===== config.mk =====
export PLATFORM = sky130hd
export DESIGN_NAME = wrr_arbiter
export DESIGN_NICKNAME = d
export VERILOG_FILES = /design/src/rtl/wrr_arbiter_pkg.sv /design/src/rtl/wrr_arbiter_rr_pick.sv /design/src/rtl/wrr_arbiter.sv
export SDC_FILE = /design/constraint.sdc
export NUM_CORES = 1
export LEC_CHECK = 0
export ABC_AREA = 1
export BUFFER_PORTS_ARGS = -buffer_cell sky130_fd_sc_hd__clkbuf_2
export CAP_MARGIN = 20
export CELL_PAD_IN_SITES_DETAIL_PLACEMENT = 0
export CELL_PAD_IN_SITES_GLOBAL_PLACEMENT = 1
export CORE_MARGIN = 4
export CORE_UTILIZATION = 25
export DETAILED_ROUTE_END_ITERATION = 6
export PLACE_DENSITY_LB_ADDON = 0.1
export SYNTH_ARGS = -nofsm -noshare
export SYNTH_HDL_FRONTEND = slang
export SYNTH_SLANG_ARGS = --single-unit

===== constraint.sdc =====
create_clock -name i_clk -period 4.05 [get_ports i_clk]
set_input_delay 0.405 -clock i_clk [delete_from_list [all_inputs] [get_ports i_clk]]
set_output_delay 0.405 -clock i_clk [all_outputs]
set_load 0.02 [all_outputs]

===== src/rtl/wrr_arbiter_pkg.sv =====
// Shared defaults and types for the weighted round-robin packet arbiter.
package wrr_arbiter_pkg;

  localparam int N_DEF        = 4;
  localparam int DATA_W_DEF   = 32;
  localparam int WEIGHT_W_DEF = 4;
  localparam int SRC_W_DEF    = $clog2(N_DEF);

  typedef enum logic {
    ST_IDLE = 1'b0,
    ST_BUSY = 1'b1
  } state_e;

  typedef logic [SRC_W_DEF-1:0] src_t;

endpackage


===== src/rtl/wrr_arbiter_rr_pick.sv =====
// Rotating find-first: first set request in order (base+1) mod N ... base.
module rr_pick #(
  parameter int N = 4
) (
  input  logic [N-1:0]         i_req,
  input  logic [$clog2(N)-1:0] i_base,
  output logic                 o_found,
  output logic [$clog2(N)-1:0] o_idx
);
  localparam int SW = $clog2(N);

  logic [SW-1:0] w_idx;

  // Scan farthest-first so the nearest hit after the base overwrites earlier ones.
  always_comb begin
    o_found = 1'b0;
    o_idx   = '0;
    w_idx   = '0;
    for (int k = N; k >= 1; k--) begin
      w_idx = SW'((int'(i_base) + k) % N);
      if (i_req[w_idx]) begin
        o_found = 1'b1;
        o_idx   = w_idx;
      end
    end
  end

endmodule


===== src/rtl/wrr_arbiter.sv =====
// Weighted round-robin packet arbiter: N requesters into one registered output,
// whole packets kept contiguous, each port granted up to weight packets per turn.
module wrr_arbiter
  import wrr_arbiter_pkg::*;
#(
  parameter int N        = N_DEF,
  parameter int DATA_W   = DATA_W_DEF,
  parameter int WEIGHT_W = WEIGHT_W_DEF
) (
  input  logic                       i_clk,
  input  logic                       i_rst,
  input  logic [N-1:0][DATA_W-1:0]   i_data,
  input  logic [N-1:0]               i_valid,
  input  logic [N-1:0]               i_last,
  output logic [N-1:0]               o_ready,
  input  logic [N-1:0][WEIGHT_W-1:0] i_weight,
  output logic [DATA_W-1:0]          o_x_data,
  output logic                       o_x_last,
  output logic [$clog2(N)-1:0]       o_x_src,
  output logic                       o_x_valid,
  input  logic                       i_x_ready
);
  localparam int SRC_W = $clog2(N);

  state_e              r_state;
  state_e              w_state_nxt;
  logic [SRC_W-1:0]    r_cur;
  logic [WEIGHT_W-1:0] r_cred;
  logic [SRC_W-1:0]    w_rr_idx;
  logic [SRC_W-1:0]    w_sel;
  logic [SRC_W-1:0]    w_acc_idx;
  logic                w_found;
  logic                w_keep;
  logic                w_can_load;
  logic                w_acc;
  logic [N-1:0]        w_ready;

  logic                r_x_valid;
  logic [DATA_W-1:0]   r_x_data;
  logic                r_x_last;
  logic [SRC_W-1:0]    r_x_src;

  rr_pick #(.N(N)) u_pick (
    .i_req   (i_valid),
    .i_base  (r_cur),
    .o_found (w_found),
    .o_idx   (w_rr_idx)
  );

  assign w_can_load = !r_x_valid || i_x_ready;
  assign w_keep     = (r_cred != '0) && i_valid[r_cur];
  assign w_sel      = w_keep ? r_cur : w_rr_idx;
  assign w_acc_idx  = (r_state == ST_BUSY) ? r_cur : w_sel;
  assign w_acc      = |(w_ready & i_valid);

  // IDLE: between packets, arbitrating | BUSY: packet from r_cur in progress
  always_ff @(posedge i_clk or posedge i_rst) begin
    if (i_rst) r_state <= ST_IDLE;
    else       r_state <= w_state_nxt;
  end

  always_comb begin
    w_state_nxt = r_state;
    case (r_state)
      ST_IDLE: if (w_acc && !i_last[w_sel]) w_state_nxt = ST_BUSY;
      ST_BUSY: if (w_acc && i_last[r_cur])  w_state_nxt = ST_IDLE;
      default: w_state_nxt = ST_IDLE;
    endcase
  end

  always_comb begin
    w_ready = '0;
    if (!i_rst) begin
      case (r_state)
        ST_IDLE: if (w_found) w_ready[w_sel] = w_can_load;
        ST_BUSY: w_ready[r_cur] = w_can_load;
        default: w_ready = '0;
      endcase
    end
  end

  // Weight is only looked at when a new turn starts.
  always_ff @(posedge i_clk or posedge i_rst) begin
    if (i_rst) begin
      r_cur  <= SRC_W'(N - 1);
      r_cred <= '0;
    end else if (r_state == ST_IDLE && w_acc) begin
      r_cur <= w_sel;
      if (w_keep)                   r_cred <= r_cred - WEIGHT_W'(1);
      else if (i_weight[w_sel] == '0) r_cred <= '0;
      else                          r_cred <= i_weight[w_sel] - WEIGHT_W'(1);
    end
  end

  always_ff @(posedge i_clk or posedge i_rst) begin
    if (i_rst) begin
      r_x_valid <= 1'b0;
      r_x_data  <= '0;
      r_x_last  <= 1'b0;
      r_x_src   <= '0;
    end else if (w_can_load) begin
      r_x_valid <= w_acc;
      if (w_acc) begin
        r_x_data <= i_data[w_acc_idx];
        r_x_last <= i_last[w_acc_idx];
        r_x_src  <= w_acc_idx;
      end
    end
  end

  assign o_ready   = w_ready;
  assign o_x_valid = r_x_valid;
  assign o_x_data  = r_x_data;
  assign o_x_last  = r_x_last;
  assign o_x_src   = r_x_src;

endmodule


### After elaboration in Yosys (flattened, before gate mapping)

Cells that the tools add are included.

| cells by class | value |
|---|---|
| add/sub/neg operators | 6 |
| order comparisons | 9 |
| multiplexer cells | 42 |
| bitwise operators | 4 |
| reductions and logical operators | 13 |

Operators by type and width:

| kind | count |
|---|---|
| binary-select mux 32 bit (select 2 bit) | 1 |
| two-way mux 32 bit | 1 |
| < comparator 2 x 3 -> 1 bit (second input constant) | 7 |
| two-way mux 4 bit | 5 |
| binary-select mux 1 bit (select 2 bit) | 8 |
| two-way mux 1 bit | 16 |
| AND 4 bit | 3 |
| two-way mux 2 bit | 6 |
| binary-select mux 4 bit (select 2 bit) | 1 |
| one-hot mux 4 bit (2 select lines) | 1 |
| subtractor 4 x 1 -> 4 bit (second input constant) | 2 |
| logical AND 1 bit | 6 |
| adder 2 x 1 -> 2 bit (second input constant) | 2 |
| adder 2 bit (second input constant) | 2 |
| demux 1 bit (select 2 bit) | 2 |
| greater-or-equal comparator 2 x 1 -> 1 bit (second input constant) | 2 |
| logical NOT 4 bit | 1 |
| nonzero test 4 bit | 1 |
| OR reduction 4 bit | 1 |
| logical NOT 1 bit | 2 |
| one-hot mux 1 bit (2 select lines) | 1 |
| AND reduction 2 bit | 1 |
| logical OR 1 bit | 1 |
| NOT 1 bit | 1 |

| word-level totals | value |
|---|---|
| register bits | 43 |
| input port bits | 155 |
| output and inout port bits | 40 |
| word-level logic and storage cells | 81 |

### Longest topological paths before layout

Gate-level depths: netlist of the first run.

| depth | value |
|---|---|
| depth after elaboration | 21 |
| gate-level depth with buffers | 21 |
| mapped depth without buffers | 19 |

### Cells and area by module

Synthesis of the first run repeated with hierarchy kept, for this count alone.

| second synthesis, totals | value |
|---|---|
| cells, all modules | 569 |
| area, all modules | 3,642.2 um^2 |

Modules (own cells, without submodules):

| module | times used | cells an instance | area an instance (um^2) | sequential area each (um^2) |
|---|---|---|---|---|
| wrr_arbiter | 1 | 518 | 3,395.8 | 1,078.5 |
| rr_pick | 1 | 51 | 246.5 | 0.0 |

### Worst setup path before layout of the first run

No wires, ideal clock.

| timing | value |
|---|---|
| path type | register -> output |
| start point | reg r_cur[0] |
| end point | out o_ready[2] |
| arrival | 2.230 ns |
| required time | 3.645 ns |
| path slack | 1.415 ns |
| stages on the path, launching flop included | 15 |
| path buffers | 1 |
| cell sequence | dfstp_2 -> buf_6 -> inv_6 -> ha_1 -> inv_1 -> nand3_1 -> nand2_1 -> inv_2 -> nand2_2 -> nand3_4 -> nand2_4 -> nand3b_1 -> nand2_1 -> inv_1 -> nor3_1 |

| between the ends | value |
|---|---|
| word-level cells in the longest chain between the ends | 16 |
| elaborated cells between the ends (all ways) | 39 |

Ends and longest elaborated chain:

| what | line | source |
|---|---|---|
| start: declaration | wrr_arbiter.sv:27 | `logic [SRC_W-1:0] r_cur;` |
| start signal: assignment | wrr_arbiter.sv:85 | `r_cur <= SRC_W'(N - 1);` |
| start signal: assignment | wrr_arbiter.sv:88 | `r_cur <= w_sel;` |
| adder 2 x 1 -> 2 bit | wrr_arbiter_rr_pick.sv:20 | `w_idx = SW'((int'(i_base) + k) % N);` |
| binary-select mux 1 bit (select 2 bit) | wrr_arbiter_rr_pick.sv:21 | `if (i_req[w_idx]) begin` |
| two-way mux 1 bit (not written as such) | wrr_arbiter_rr_pick.sv:21 |  |
| two-way mux 2 bit (4 in a row) | wrr_arbiter_rr_pick.sv:21 |  |
| two-way mux 2 bit | wrr_arbiter.sv:52 | `assign w_sel = w_keep ? r_cur : w_rr_idx;` |
| < comparator 2 x 3 -> 1 bit (not written as such) or greater-or-equal comparator 2 x 1 -> 1 bit (tied branches) | wrr_arbiter.sv:75 | `ST_IDLE: if (w_found) w_ready[w_sel] = w_can_load;` |
| logical AND 1 bit (not written as such) | wrr_arbiter.sv:75 |  |
| two-way mux 1 bit (not written as such) | wrr_arbiter.sv:75 |  |
| demux 1 bit (select 2 bit) | wrr_arbiter.sv:75 |  |
| AND 4 bit (no line) | -- |  |
| two-way mux 4 bit | wrr_arbiter.sv:75 |  |
| one-hot mux 4 bit (2 select lines) * | wrr_arbiter.sv:74 | `case (r_state)` |
| two-way mux 4 bit * | wrr_arbiter.sv:73 | `if (!i_rst) begin` |
| end: declaration | wrr_arbiter.sv:15 | `output logic [N-1:0] o_ready,` |

Every way passes the cells marked *; elsewhere a longest branch is shown, timed or not. The select of a mux whose other input is x is not followed.

### Worst setup path after layout of the first run

| timing | value |
|---|---|
| start point | reg r_cur[1] |
| end point | out o_ready[2] |

Same word-level chain as after synthesis.

==> flow_metrics.env, run 1 <==
export IMPL_grt_pass1_wl_um=20500
export IMPL_worst_pin_slew_ns=1.00
export IMPL_mostFrequentLayoutCells="clkbuf_2 (194), nand2_1 (140), inv_1 (95)"
export IMPL_yosys_warnings=0
export IMPL_yosysTopAreaCell="dfrtp_1"
export IMPL_cp_num_buf_inv=5
export IMPL_grt_setup_unrepaired="false"
export IMPL_numClockSinks=43
export IMPL_mappedNetlistArea_um2=3720
export IMPL_grt_pass1_vias=4164
export IMPL_worstPathMaxFanout=13
export IMPL_drive_gt1_share_pct=32.0
export IMPL_drc_errors=0
export IMPL_fmax_mhz=282
export IMPL_fin_setup_tns_ns=0
export IMPL_critPathLaunchType="flop"
export IMPL_fillers=1658
export IMPL_die_x_um=130
export IMPL_ys_seq_area_share_pct=29.0
export IMPL_p_leak_nw=2.71
export IMPL_insertion_delay_ns=0.29
export IMPL_vias=4153
export IMPL_dp_cells=909
export IMPL_root_buffer="clkbuf_16"
export IMPL_groute_usage_overall_pct=15.2
export IMPL_ir_worst_vdd_mv=0.347
export IMPL_instances_no_fill=919
export IMPL_vias_per_cell=4.52
export IMPL_reg2reg_from="r_cur[1]$_DFFE_PP1P_"
export IMPL_yosysTopAreaCellShare_pct=27.6
export IMPL_dieArea_um2=16900
export IMPL_ios=195
export IMPL_avgSynthCellArea_um2=6.64
export IMPL_skew_ns=0.00641
export IMPL_ys_ff_latch=43
export IMPL_wl_per_cell_um=14.6
export IMPL_grt_ovfl_total=0
export IMPL_grt_max_degree=68
export IMPL_gp_congestion=0.897
export IMPL_worstPathArrival_ns=3.15
export IMPL_hold_viol=0
export IMPL_cpPeakStageDelay_ns=0.60
export IMPL_crit_family="simple AND/OR/NAND/NOR gates"
export IMPL_initial_utilization_pct=25.6
export IMPL_numPortBuffers=194
export IMPL_end_kind="output pin"
export IMPL_path_class="reg -> out"
export IMPL_ys_types=34
export IMPL_clk_pin_slew_ns=0.06
export IMPL_fin_ws_ns=0.499
export IMPL_worstPathRequired_ns=3.64
export IMPL_antenna_left=0
export IMPL_firstDrtPassIters=4
export IMPL_cts_max_path_buffers=2
export IMPL_fin_util_pct=33.8
export IMPL_hold_class="in -> async"
export IMPL_drtIter0Drc=211
export IMPL_hold_slack_ns=0.296
export IMPL_register_area_um2=1080
export IMPL_path_cells="inv_1 -> ha_1 -> inv_1 -> nand3_1 -> nand2_1 -> clkinv_1 -> nand3_1 -> nand2_1 -> nand2_2 -> inv_2 -> nor2_1 -> nor3_1 -> clkbuf_2"
export IMPL_nets=893
export IMPL_maxSlewViolCount=0
export IMPL_dp_hpwl_um=10300
export IMPL_cts_buffers=5
export IMPL_max_slew_margin_rel_pct=33.2
export IMPL_netlist_instances=560
export IMPL_setup_viol=0
export IMPL_crit_path_top_delay_cell="dfstp_2"
export IMPL_startpoint="r_cur[1]$_DFFE_PP1P_"
export IMPL_multi_input_area_um2=2030
export IMPL_period_share_pct=87.7
export IMPL_powerDensity_nw_per_um2=1030
export IMPL_place_ws_ns=0.0994
export IMPL_syn2layout_area_growth_pct=32.1
export IMPL_status="completed"
export IMPL_cts_tree="yes"
export IMPL_antenna_found_initial=1
export IMPL_htree_levels=2
export IMPL_post_cts_setup_buffers=0
export IMPL_die_height_um=130
export IMPL_yosys_top_cells_area="dfrtp_1 (28%), nand2_1 (14%), o211ai_1 (14%)"
export IMPL_synthesis_nets=720
export IMPL_routed_wl_um=13400
export IMPL_final_common_cell="clkbuf_2"
export IMPL_cap_violations=0
export IMPL_core_area_um2=14500
export IMPL_period_minus_slack_ns=3.55
export IMPL_rows=44
[sequential cells by signal, summed over array words and instances (netlist names)]
name,count
r_cred,4
o_x_src,2
r_state,1
o_x_last,1
r_cur,2
o_x_valid,1
o_x_data,32
[stage by stage]
step	cell area (µm²)	power (mW)
after floorplan	3720	3.89
final	4910	5.04
after detailed placement	4740	4.63
after global routing	4910	5.61
after global placement	4740	4.63
after CTS	4900	5.08
[layout make-up]
| cell class | instances | area share, % |
|---|---|---|
| repair buffers | 197 | 20.5 |
| inverters | 105 | 8.23 |
| diodes | 1 | 0.0509 |
| clock buffers | 8 | 3.18 |
| multi-input cells | 381 | 41.4 |
| well taps | 184 | 4.69 |
| flip-flops and latches | 43 | 22.0 |
[power breakdown]
part / total [mW] / leakage, nW / internal, mW / switching (mW)
clock: 0.432 / 0.0772 / 0.263 / 0.169
sequential: 0.844 / 0.483 / 0.680 / 0.163
combinational: 3.77 / 2.15 / 1.23 / 2.54
[worst paths after layout]
check,endpoint,slack [ns],cells past startpoint
min in group i_clk,o_x_data[1]$_DFFE_PP0P_,0.44,3
min,o_x_valid$_DFFE_PP0N_,0.30,3
min reg2reg,r_cred[1]$_DFFE_PP0P_,0.49,2
max in group asynchronous,o_x_data[13]$_DFFE_PP0P_,3.33,3
max,o_ready[2],0.50,13
max reg2reg,o_x_data[25]$_DFFE_PP0P_,0.54,15
[layer usage]
layer | part of all wire [%] | wire length, µm | vias up | global-route usage, %
li1 | - | - | 2182 | -
met2 | 52 | 7040 | 117 | 29.3
met5 | 0 | 0 | - | 0
met3 | 5.8 | 784 | 14 | 3.48
met1 | 40 | 5380 | 1840 | 16.7
met4 | 1.6 | 209 | 0 | 3.91
[worst reg2reg max path: cells and delay by family, from the launching register on]
kind	cells	cell delay [ns]
fa+ha+maj	1	0.36
compound gates	3	0.91
flops	1	0.60
simple gates	6	0.64
buf+inv	5	0.84
[cells in the mapped netlist]
cell / instances
a31oi_1: 33
dfrtp_1: 41
nand3b_1: 1
nand2_1: 140
buf_6: 8
nand2_4: 3
a21oi_1: 12
clkinv_1: 2
inv_2: 5
ha_1: 5
nand3_2: 3
xnor2_1: 1
nor2_2: 1
nor2_8: 1
o211ai_1: 67
nand3_4: 1
o21a_1: 1
clkbuf_1: 2
nand4_1: 3
nand3_1: 31
inv_4: 1
buf_2: 14
a21oi_2: 1
nor2_1: 54
o21ai_1: 4
inv_6: 1
buf_4: 8
nand4_4: 1
inv_1: 96
nor3_1: 4
nand2_2: 7
or2_2: 1
dfstp_2: 2
o21ai_0: 5
[cells by family (layout without fill, tap and decap cells)]
group,after synthesis,count (layout),synth area share (%)
xor gates and xnor gates,1,1,0.236
buffers and inverters,137,310,16.9
and+or+nand+nor,251,251,29.8
DFF,43,43,29.0
other,0,1,0
adders and majority gates,5,5,1.68
AOI/OAI and AO/OA,123,124,22.3
[repair_timing]
| item | 4_1_cts | 5_1_grt |
|---|---|---|
| gates resized for setup | 0 | 2 |
| endpoints found under the setup margin | 0 | 34 |
| endpoints found under the hold margin | 0 | 0 |
| hold buffers | 0 | 0 |
Note: power is estimated with default switching activity, not from simulation.
==> inputs of run 2 (changes only) <==
- CORE_MARGIN: 4 -> not set
==> flow_metrics.env, run 2 (synthesis results as in run 1) <==
export IMPL_status="completed"
export IMPL_multi_input_area_um2=2030
export IMPL_cts_buffers=5
export IMPL_cts_hold_buf=0
export IMPL_worstPathMaxFanout=34
export IMPL_ir_worst_vdd_mv=0.393
export IMPL_grt_pass1_wl_um=19400
export IMPL_p_leak_nw=2.71
export IMPL_critPathLaunchType="flop"
export IMPL_mostFrequentLayoutCells="clkbuf_2 (194), nand2_1 (140), inv_1 (95)"
export IMPL_fin_ws_ns=0.726
export IMPL_drc_errors=0
export IMPL_gp_congestion=0.815
export IMPL_p_sw_mw=2.85
export IMPL_skew_ns=0.00426
export IMPL_setup_viol=0
export IMPL_r2r_end="o_x_data[20]$_DFFE_PP0P_"
export IMPL_numPortBuffers=194
export IMPL_groute_usage_overall_pct=16.3
export IMPL_firstDrtPassIters=4
export IMPL_hold_class="in -> async"
export IMPL_period_minus_slack_ns=3.32
export IMPL_vias_per_cell=4.48
export IMPL_dp_hpwl_um=9490
export IMPL_register_area_um2=1080
export IMPL_cts_max_path_buffers=2
export IMPL_ios=195
export IMPL_worst_pin_slew_ns=0.713
export IMPL_final_common_cell="clkbuf_2"
export IMPL_p_sw_share_pct=56.6
export IMPL_clk_pin_slew_ns=0.06
export IMPL_root_buffer="clkbuf_16"
export IMPL_initial_utilization_pct=25.6
export IMPL_syn2layout_area_growth_pct=32.0
export IMPL_reg2reg_from="r_cur[0]$_DFFE_PP1P_"
export IMPL_crit_end="o_x_data[20]$_DFFE_PP0P_"
export IMPL_timing_reg2reg_setup_slack_ns=0.73
export IMPL_fin_setup_tns_ns=0
export IMPL_period_share_pct=82.1
export IMPL_worstPathArrival_ns=3.53
export IMPL_fillers=1626
export IMPL_power_frac_comb_pct=75.1
export IMPL_place_ws_ns=0.724
export IMPL_post_cts_setup_buffers=0
export IMPL_grt_pass1_vias=3979
export IMPL_end_kind="flop"
export IMPL_insertion_delay_ns=0.29
export IMPL_maxSlewViolCount=0
export IMPL_drtIter0Drc=167
export IMPL_cts_tree="yes"
export IMPL_htree_levels=2
export IMPL_routed_wl_um=12400
export IMPL_p_clk_share_pct=8.3
export IMPL_fmax_mhz=301
export IMPL_die_x_um=124
export IMPL_numClockSinks=43
export IMPL_reg2reg_depth=15
export IMPL_worstPathRequired_ns=4.25
export IMPL_dieArea_um2=15400
export IMPL_power_frac_seq_pct=16.6
export IMPL_hold_viol=0
export IMPL_num_antenna_cells=0
export IMPL_antenna_left=0
export IMPL_grt_max_degree=97
export IMPL_cap_violations=0
export IMPL_largest_register_ffs=32
export IMPL_vias=4109
export IMPL_antenna_found_initial=0
export IMPL_wl_per_cell_um=13.5
export IMPL_p_int_mw=2.18
export IMPL_cts_resized=0
export IMPL_powerDensity_nw_per_um2=1020
export IMPL_max_slew_margin_rel_pct=52.4
export IMPL_drive_gt1_share_pct=32.0
export IMPL_die_height_um=124
export IMPL_path_class="reg -> reg"
export IMPL_grt_ovfl_total=0
export IMPL_rows=44
export IMPL_core_area_um2=14500
export IMPL_startpoint="r_cur[0]$_DFFE_PP1P_"
export IMPL_grt_setup_unrepaired="false"
export IMPL_nets=893
run 2: cell types whose count changed in the layout (fill, tap and decap cells not counted), sizes merged:
cell	before	now
a21oi	14	13
buf	3	4
clkbuf	202	201
clkinv	2	3
diode	1	0
run 2: area by class of cell:
cell class | count | area share (%)
clock buffers | 7 | 2.91
clock inverters | 1 | 0.102
inverters | 105 | 8.18
multi-input cells | 380 | 41.3
flip-flops and latches | 43 | 22.0
well taps | 184 | 4.69
repair buffers | 198 | 20.9
run 2: stage by stage:
step	util [%]	cells	instance area (µm²)	hold WS [ns]	power, mW
after global placement	32.8	910	4760	0.466	4.66
final	33.8	918	4910	0.299	5.03
after floorplan	-	560	3720	0.449	3.89
after CTS	33.8	918	4910	0.334	5.12
after detailed placement	32.8	910	4760	0.473	4.68
after global routing	33.8	918	4910	0.383	5.60
run 2: worst min path at each step:
stage          cells after the start                    from  slack, ns                       end
6_report                           3                   i_rst       0.30  o_x_data[16]$_DFFE_PP0P_
5_1_grt                            3                   i_rst       0.38  o_x_data[27]$_DFFE_PP0P_
2_1_floorplan                      2   r_cred[1]$_DFFE_PP0P_       0.45     r_cred[1]$_DFFE_PP0P_
3_5_place_dp                       2   r_cred[1]$_DFFE_PP0P_       0.47     r_cred[1]$_DFFE_PP0P_
3_3_place_gp                       2  o_x_src[0]$_DFFE_PP0P_       0.47    o_x_src[0]$_DFFE_PP0P_
4_1_cts                            3                   i_rst       0.33  o_x_data[27]$_DFFE_PP0P_
run 2: power groups by stage:
stage | Clock, mW | Sequential, mW | Combinational, mW
3_3_place_gp | 0 | 0.836 | 3.82
3_5_place_dp | 0 | 0.845 | 3.83
5_1_grt | 0.450 | 0.870 | 4.28
6_report | 0.418 | 0.835 | 3.77
4_1_cts | 0.439 | 0.840 | 3.84
2_1_floorplan | 0 | 1.02 | 2.88
run 2: worst max-delay path, cell delays in order, from the launching register on:
cell,delay [ns]
dfstp_2,0.69
inv_6,0.10
ha_1,0.33
inv_1,0.10
nand3_1,0.10
nand2_1,0.08
clkinv_1,0.06
nand3_1,0.06
nand2_1,0.08
nand2_2,0.22
inv_2,0.13
nor2_1,0.30
a21oi_4,0.05
inv_2,0.53
o211ai_1,0.20
a31oi_1,0.18
run 2: metal layers:
metal,track usage [%],vias up,share of wire [%]
met2,29.8,113,51
met5,0,-,0
li1,-,2175,-
met3,2.70,8,5.2
met1,19.5,1813,42
met4,4.39,0,1.1
